$ cat config.mk
export PLATFORM = sky130hd
export DESIGN_NAME = universal_logic_pipe
export DESIGN_NICKNAME = d
export VERILOG_FILES = /design/src/rtl/universal_logic_pkg.sv /design/src/rtl/universal_logic_core.sv /design/src/rtl/universal_logic_pipe.sv
export SDC_FILE = /design/constraint.sdc
export NUM_CORES = 1
export LEC_CHECK = 0
export CAP_MARGIN = 20
export CELL_PAD_IN_SITES_DETAIL_PLACEMENT = 2
export CELL_PAD_IN_SITES_GLOBAL_PLACEMENT = 2
export CORE_MARGIN = 3
export CORE_UTILIZATION = 25
export DETAILED_ROUTE_END_ITERATION = 10
export GPL_ROUTABILITY_DRIVEN = 0
export PLACE_DENSITY_LB_ADDON = 0.1
export SETUP_SLACK_MARGIN = 0.4
export SLEW_MARGIN = 30
export SYNTH_ARGS = -nofsm -noshare
export SYNTH_HDL_FRONTEND = slang
export SYNTH_SLANG_ARGS = --single-unit
$ cat constraint.sdc
create_clock -name clk -period 4.7 [get_ports clk]
set_clock_uncertainty 0.2 [all_clocks]
set_input_delay 0.47 -clock clk [delete_from_list [all_inputs] [get_ports clk]]
set_output_delay 0.47 -clock clk [all_outputs]
set_load 0.005 [all_outputs]
$ cat src/rtl/universal_logic_pkg.sv
// Shared op encoding and the behavioural logic-operation function for the
// universal logic pipe.
`default_nettype none

package universal_logic_pkg;

   // Widest operand the shared function handles; callers slice their width.
   localparam int LOGIC_MAX_W = 64;

   typedef logic [2:0] op_t;

   localparam op_t OP_NAND = 3'd0;
   localparam op_t OP_NOR  = 3'd1;
   localparam op_t OP_AND  = 3'd2;
   localparam op_t OP_OR   = 3'd3;
   localparam op_t OP_XOR  = 3'd4;
   localparam op_t OP_XNOR = 3'd5;
   localparam op_t OP_NOT  = 3'd6;
   localparam op_t OP_PASS = 3'd7;

   function automatic logic [LOGIC_MAX_W-1:0] logic_op(
      input logic [LOGIC_MAX_W-1:0] a,
      input logic [LOGIC_MAX_W-1:0] b,
      input op_t                    op
   );
      logic [LOGIC_MAX_W-1:0] r;
      case (op)
         OP_NAND: r = ~(a & b);
         OP_NOR:  r = ~(a | b);
         OP_AND:  r = a & b;
         OP_OR:   r = a | b;
         OP_XOR:  r = a ^ b;
         OP_XNOR: r = ~(a ^ b);
         OP_NOT:  r = ~a;
         default: r = a;
      endcase
      return r;
   endfunction

endpackage

`default_nettype wire

$ cat src/rtl/universal_logic_core.sv
// Combinational bitwise operation with zero and parity flags.
`default_nettype none

module universal_logic_core
   import universal_logic_pkg::*;
#(
   parameter int WIDTH = 8
) (
   input  logic [WIDTH-1:0] a,
   input  logic [WIDTH-1:0] b,
   input  op_t              op,
   output logic [WIDTH-1:0] y,
   output logic             zero,
   output logic             parity
);

   logic [LOGIC_MAX_W-1:0] a_ext;
   logic [LOGIC_MAX_W-1:0] b_ext;
   logic [LOGIC_MAX_W-1:0] y_ext;

   always_comb begin
      a_ext            = '0;
      b_ext            = '0;
      a_ext[WIDTH-1:0] = a;
      b_ext[WIDTH-1:0] = b;
   end

   assign y_ext  = logic_op(a_ext, b_ext, op);
   assign y      = y_ext[WIDTH-1:0];
   assign zero   = (y == '0);
   assign parity = ^y;

   // Bits above WIDTH carry inverted zero-padding and are deliberately dropped.
   generate
      if (WIDTH < LOGIC_MAX_W) begin : g_hi_drop
         logic unused_hi;
         assign unused_hi = ^y_ext[LOGIC_MAX_W-1:WIDTH];
      end
   endgenerate

endmodule

`default_nettype wire

$ cat src/rtl/universal_logic_pipe.sv
// Two-stage valid/ready pipeline applying a selectable bitwise operation,
// with result flags and a completed-transfer counter.
`default_nettype none

module universal_logic_pipe
   import universal_logic_pkg::*;
#(
   parameter int WIDTH = 8,
   parameter int CNT_W = 16
) (
   input  logic             clk,
   input  logic             rst_n,
   input  logic             in_valid,
   output logic             in_ready,
   input  logic [WIDTH-1:0] a,
   input  logic [WIDTH-1:0] b,
   input  op_t              op,
   output logic             out_valid,
   input  logic             out_ready,
   output logic [WIDTH-1:0] y,
   output logic             zero,
   output logic             parity,
   output logic [CNT_W-1:0] done_cnt
);

   logic             active;
   logic             s1_valid;
   logic             s2_valid;
   logic             s1_adv;
   logic             s2_adv;
   logic             in_xfer;
   logic             out_xfer;
   logic [WIDTH-1:0] s1_a;
   logic [WIDTH-1:0] s1_b;
   op_t              s1_op;
   logic [WIDTH-1:0] core_y;
   logic             core_zero;
   logic             core_parity;

   assign s2_adv    = !s2_valid || out_ready;
   assign s1_adv    = !s1_valid || s2_adv;
   // Held low through the first edge after release so in_ready reads 0 in reset.
   assign in_ready  = active && s1_adv;
   assign in_xfer   = in_valid && in_ready;
   assign out_valid = s2_valid;
   assign out_xfer  = s2_valid && out_ready;

   universal_logic_core #(
      .WIDTH(WIDTH)
   ) u_core (
      .a      (s1_a),
      .b      (s1_b),
      .op     (s1_op),
      .y      (core_y),
      .zero   (core_zero),
      .parity (core_parity)
   );

   always_ff @(posedge clk or negedge rst_n) begin
      if (!rst_n) begin
         active   <= 1'b0;
         s1_valid <= 1'b0;
         s1_a     <= '0;
         s1_b     <= '0;
         s1_op    <= OP_NAND;
         s2_valid <= 1'b0;
         y        <= '0;
         zero     <= 1'b0;
         parity   <= 1'b0;
         done_cnt <= '0;
      end else begin
         active <= 1'b1;
         if (s1_adv) begin
            s1_valid <= in_xfer;
            if (in_xfer) begin
               s1_a  <= a;
               s1_b  <= b;
               s1_op <= op;
            end
         end
         if (s2_adv) begin
            s2_valid <= s1_valid;
            if (s1_valid) begin
               y      <= core_y;
               zero   <= core_zero;
               parity <= core_parity;
            end
         end
         if (out_xfer) begin
            done_cnt <= done_cnt + CNT_W'(1);
         end
      end
   end

endmodule

`default_nettype wire
==> out/metrics.csv, run 1 <==
metric,value,unit
mostFrequentLayoutCell,clkdlybuf4s50_1,
crit_path_end_kind,register,
synth_nets,317,
clkTransAtPathRegs,0.10,ns
die_area,12500,µm²
pwr-share-seq,41.8,%
grt_max_degree,49,
total_power,1.42,mW
worstSetupStartpointType,register,
area_growth,24.8,%
max_slew_margin,52.6,%
die_y,112,µm
crit_slowest_cell,dfrtp_1,
grtUsageTotal,11.3,%
critPathBufInv,1,
antenna_found_initial,0,
worstMarginPinSlew,0.712,ns
hold_class,in -> async,
clockBufferDepth,2,
syn-instance-count,273,
drv_slew,0,
gr-total-overflow,0,
cts_hold_buffers,0,
critical-path-max-stage-delay,0.81,ns
tns,0,ns
cp_cell_sequence,buf_4 -> nor2b_1 -> a211o_1 -> and3_1 -> o32ai_2 -> ha_1 -> xnor2_1 -> xnor2_1 -> o21ai_0,
ys.flop_type,dfrtp_1,
cts_setup_buffers,0,
core_region_area,10600,µm²
cts_sinks,48,
p_int,930,µW
ys_seq_area_share,43.0,%
r2r_cells,9,
cts_tree,done,
r2r-start,s1_op[2]$_DFFE_PN0P_,
ys_types,44,
drive_above_1_share,14.4,%
fmax,333,MHz
cts_resized,0,
vias,2080,
initial_core_util,26.4,%
yosys.area.top_type,dfrtp_1,
antenna_cells,0,
syn_area,2800,µm²
drtPass1Iterations,4,
cap_violations,0,
core.rowCount,37,
swShare,34.7,%
numCtsBuffers,5,
reg2reg_slack,1.69,ns
dpl.hpwl,5.05,mm
switchingPower,495,µW
synth_area_leaders,"dfrtp_1, ha_1, mux2_2",
critPathTopFamily,flip-flops,
synth.top_cell.area_share,43.0,%
grt_first_pass_wirelength,11.6,mm
hold_viol_final,0,
pwr-share-clk,19.0,%
final_antenna_net_count,0,
cts-root-buf,clkbuf_8,
rsz0062_at_grt,no,
ir_drop,0.158,mV
synth_area_per_cell,10.2,µm²
leakage,1.53,nW
crit_arrival,2.96,ns
wire_per_inst,14.9,µm
grt_pass1_vias,2256,
portBuffers,50,
critPathMostFrequentCell,xnor2_1,
io_pins,51,
period_share,63.9,%
status,finished clean,
synth_edf_count,0,
cts_max_level,2,
vias_per_cell,4.57,
nets,362,
setup_viol,0,
worstReg2RegEnd,parity$_DFFE_PN0P_,
dr.first_iter.drc_count,67,
critPathKind,reg -> reg,
fin_crit,3.01,ns
combPwrFrac,39.2,%
cp_max_fo,27,
cellPowerDensity,408,nW/µm²
drc,0,
clock_latency,0.30,ns
yosys_warnings,0,
wl,6.78,mm
final_cell_mix,"clkdlybuf4s50_1, dfrtp_1, nand2_1",
crit_required,4.66,ns
die-width,112,µm
yosys_register_bits,48,
async_flop_share,100,%
## synthesized netlist by cell type (6+ instances only)
library cell	n
buf_2	7
a21oi_1	12
mux2_2	20
o21ai_1	6
nand2b_1	6
dfrtp_1	48
inv_1	19
o21ai_0	8
nand2_1	29
o22ai_1	8
nor2_1	14
xnor2_1	15
ha_1	21
## through the flow
stage          worst slack (ns)  hold WS [ns]  utilization, %  area, µm²  cells
2_1_floorplan              2.37       -0.0256               -       2800    273
3_3_place_gp               1.77         0.260            32.0       3390    447
3_5_place_dp               1.68         0.273            32.0       3390    447
4_1_cts                    1.65         0.105            32.9       3490    455
5_1_grt                    1.42         0.135            32.9       3490    455
6_report                   1.69        0.0673            32.9       3490    455
## power by group through the flow
stage / clock network (mW) / logic (mW) / registers, mW
4_1_cts: 0.291 / 0.573 / 0.601
6_report: 0.271 / 0.558 / 0.596
3_3_place_gp: 0 / 0.556 / 0.605
3_5_place_dp: 0 / 0.570 / 0.609
5_1_grt: 0.308 / 0.638 / 0.617
2_1_floorplan: 0 / 0.371 / 0.571
## state kept, by name (all words and copies together), names as in the netlist
| register | flops |
|---|---|
| done_cnt | 16 |
| s1_a | 8 |
| s1_b | 8 |
| y | 8 |
| s1_op | 3 |
| active | 1 |
| out_valid | 1 |
| parity | 1 |
| s1_valid | 1 |
| zero | 1 |
## logic make-up after synthesis
| logic type | after synthesis | share of synthesized area [%] |
|---|---|---|
| buffers and inverters | 33 | 5.68 |
| AOI/OAI and AO/OA | 48 | 11.6 |
| DFF | 48 | 43.0 |
| xor gates and xnor gates | 20 | 6.27 |
| and+or+nand+nor | 80 | 15.2 |
| other | 1 | 0.134 |
| muxes | 22 | 8.77 |
| adders and majority gates | 21 | 9.40 |
## cell type report
cell class                      instances  area, µm²
Multi-Input combinational cell        192       1440
Timing Repair Buffer                   52        510
Sequential cell                        48       1200
Clock inverter                          2       15.0
Fill cell                            1149       7110
Clock buffer                            6       82.6
Tap cell                              136        170
Inverter                               19       71.3
## worst max-delay path by stage
stage | start | to | depth (start not counted)
5_1_grt | s1_op[2]$_DFFE_PN0P_ | parity$_DFFE_PN0P_ | 9
2_1_floorplan | s1_a[1]$_DFFE_PN0P_ | parity$_DFFE_PN0P_ | 9
3_5_place_dp | s1_op[2]$_DFFE_PN0P_ | parity$_DFFE_PN0P_ | 9
4_1_cts | s1_op[2]$_DFFE_PN0P_ | parity$_DFFE_PN0P_ | 9
6_report | s1_op[2]$_DFFE_PN0P_ | parity$_DFFE_PN0P_ | 9
3_3_place_gp | s1_op[2]$_DFFE_PN0P_ | parity$_DFFE_PN0P_ | 9
## metal layers
metal	GRT usage (%)	part of all wire, %
met5	0	0
met4	2.19	0.59
met3	2.07	3.0
met2	17.8	46
met1	16.4	50
No activity file was read; power rests on OpenSTA's default activity.
==> run 2: changes to the inputs <==
==> constraint.sdc (replaced) <==
create_clock -name clk -period 2.8 [get_ports clk]
set_clock_uncertainty 0.2 [all_clocks]
set_input_delay 0.28 -clock clk [delete_from_list [all_inputs] [get_ports clk]]
set_output_delay 0.28 -clock clk [all_outputs]
set_load 0.005 [all_outputs]
==> run 2 against run 1 <==
Compared with the run above: maximum frequency grew 26%; first-iteration DRC count is 33% lower; worst hold slack better by 0.22 ns; die area unchanged; via count up 4.6%.
==> out/metrics.csv, run 2 (synthesis results as in run 1) <==
metric,value,unit,change
status,finished clean,,unchanged
setup_viol,0,,unchanged
cellPowerDensity,733,nW/µm²,was 408 nW/µm²
core.rowCount,37,,unchanged
crit_path_end_kind,register,,unchanged
io_pins,51,,unchanged
place_ws,0.248,ns,was 1.68 ns
leakage,1.70,nW,was 1.53 nW
ir_drop,0.326,mV,was 0.158 mV
crit_slowest_cell,dfrtp_1,,unchanged
cap_violations,0,,unchanged
fin_ws,0.416,ns,was 1.69 ns
critPathTopFamily,compound AO/OA/AOI/OAI gates,,was flip-flops
critical-path-max-stage-delay,0.42,ns,was 0.81 ns
grtUsageTotal,12.0,%,was 11.3%
die_area,12500,µm²,unchanged
gr-total-overflow,0,,unchanged
drive_above_1_share,27.4,%,was 14.4%
vias,2176,,was 2080
hold_viol_final,0,,unchanged
dr.first_iter.drc_count,45,,was 67
portBuffers,50,,unchanged
cts_max_level,2,,unchanged
antenna_found_initial,0,,unchanged
clkTransAtPathRegs,0.10,ns,about the same
hold_class,reg -> reg,,was in -> async
grt_first_pass_wirelength,12.2,mm,was 11.6 mm
clockBufferDepth,2,,unchanged
area_growth,39.5,%,was 24.8%
final_cells,479,,was 455
cp_cell_sequence,ha_2 -> nor2b_4 -> a211o_1 -> and3_4 -> o32ai_4 -> ha_4 -> xnor2_2 -> xnor2_1 -> o21ai_1,,was buf_4 -> nor2b_1 -> a211o_1 -> and3_1 -> o32ai_2 -> ha_1 -> xnor2_1 -> xnor2_1 -> o21ai_0
vias_per_cell,4.54,,was 4.57
numCtsBuffers,5,,unchanged
critPathKind,reg -> reg,,unchanged
initial_core_util,26.4,%,unchanged
grt_max_degree,49,,unchanged
period_share,85.1,%,was 63.9%
rsz0062_at_grt,yes,,was no
cts_sinks,48,,unchanged
die_y,112,µm,unchanged
timing.hold.ws,0.290,ns,was 0.0673 ns
dp.cells,459,,was 447
final_antenna_net_count,0,,unchanged
fmax,419,MHz,was 333 MHz
final_cell_mix,"clkdlybuf4s50_1, dfrtp_1, nand2_1",,unchanged
antenna_cells,0,,unchanged
dpl.hpwl,5.22,mm,was 5.05 mm
mostFrequentLayoutCell,clkdlybuf4s50_1,,unchanged
cp_max_fo,3,,was 27
fin_crit,2.38,ns,was 3.01 ns
max_slew_margin,52.6,%,about the same
worstSetupStartpointType,register,,unchanged
die-width,112,µm,unchanged
drv_slew,0,,unchanged
placed_area,3480,µm²,was 3390 µm²
core_region_area,10600,µm²,unchanged
clock_latency,0.30,ns,about the same
design_area,3900,µm²,was 3490 µm²
wire_per_inst,15.2,µm,was 14.9 µm
crit_required,2.77,ns,was 4.66 ns
total_power,2.86,mW,was 1.42 mW
drtPass1Iterations,4,,unchanged
utilization,36.8,%,was 32.9%
worstMarginPinSlew,0.710,ns,was 0.712 ns
cts_tree,done,,unchanged
grt_pass1_vias,2338,,was 2256
cts-root-buf,clkbuf_8,,unchanged
largest_reg_flops,16,,unchanged
tns,0,ns,unchanged
crit_arrival,2.36,ns,was 2.96 ns
critPathBufInv,0,,was 1
drc,0,,unchanged
top_register,done_cnt,,unchanged
nets,387,,was 362
fillers,1145,,was 1149
wl,7.26,mm,was 6.78 mm
## run 2: changes by cell type in the layout (fill, tap and decap cells not counted), sizes merged
cell         previous run  this run
buf                     3        27
bufinv                  0         2
clkinvlp                2         0
clkbuf                  6         5
dlygate4sd3             0         1
## run 2: per-layer routing
metal	GRT usage (%)	vias up	share of wire (%)
li1	-	1063	-
met1	16.9	1081	50
met2	18.7	30	47
met3	2.45	2	3.1
met4	2.92	0	0.55
met5	0	-	0
## run 2: worst paths after layout
| path | startpoint | endpoint | slack (ns) | cells after the start |
|---|---|---|---|---|
| min in group asynchronous | rst_n | s1_a[3]$_DFFE_PN0P_ | 0.41 | 3 |
| worst min-delay path | zero$_DFFE_PN0P_ | zero$_DFFE_PN0P_ | 0.29 | 2 |
| worst max register to register | s1_a[1]$_DFFE_PN0P_ | parity$_DFFE_PN0P_ | 0.42 | 9 |
| worst min register to register | zero$_DFFE_PN0P_ | zero$_DFFE_PN0P_ | 0.29 | 2 |
| max in group asynchronous | rst_n | s1_a[7]$_DFFE_PN0P_ | 1.50 | 3 |
| worst max-delay path | s1_a[1]$_DFFE_PN0P_ | parity$_DFFE_PN0P_ | 0.42 | 9 |
## run 2: power by group
| group | internal (mW) | switching, mW |
|---|---|---|
| clock | 0.352 | 0.250 |
| sequential | 0.836 | 0.137 |
| combinational | 0.735 | 0.547 |
## run 2: area by class of cell
type | count | area, µm² | share of cell area (%)
inverters | 19 | 71.3 | 1.83
well taps | 136 | 170 | 4.36
clock buffers | 5 | 68.8 | 1.77
clock inverters | 2 | 60.1 | 1.54
multi-input cells | 192 | 1610 | 41.3
repair buffers | 77 | 712 | 18.3
flip-flops and latches | 48 | 1210 | 30.9
## run 2: what timing repair did
action                     4_1_cts  5_1_grt
hold buffers                     1        0
hold endpoints to repair        48        0
setup endpoints to repair        1        1
resized for setup               17       17
pin swaps                        9        7
buffers inserted                11        1
## run 2: worst register-to-register path: cells and delay by family, from the launching register on
family                     cells  cell delay (ns)
xor gates and xnor gates       2             0.32
adders and majority gates      2             0.44
and+or+nand+nor                2             0.27
DFF                            1             0.42
AOI/OAI and AO/OA              3             0.60
==> run 3: changes to the inputs <==
--- a/config.mk
+++ b/config.mk
@@ -5,13 +5,14 @@
 export SDC_FILE = /design/constraint.sdc
 export NUM_CORES = 1
 export LEC_CHECK = 0
-export CAP_MARGIN = 20
+export CAP_MARGIN = 15
 export CELL_PAD_IN_SITES_DETAIL_PLACEMENT = 2
 export CELL_PAD_IN_SITES_GLOBAL_PLACEMENT = 2
 export CORE_MARGIN = 3
 export CORE_UTILIZATION = 25
 export DETAILED_ROUTE_END_ITERATION = 10
 export GPL_ROUTABILITY_DRIVEN = 0
+export HOLD_SLACK_MARGIN = 0.05
 export PLACE_DENSITY_LB_ADDON = 0.1
 export SETUP_SLACK_MARGIN = 0.4
 export SLEW_MARGIN = 30
==> results of run 3 <==
No change in the layout: final DEF, timing and power equal those of run 2.
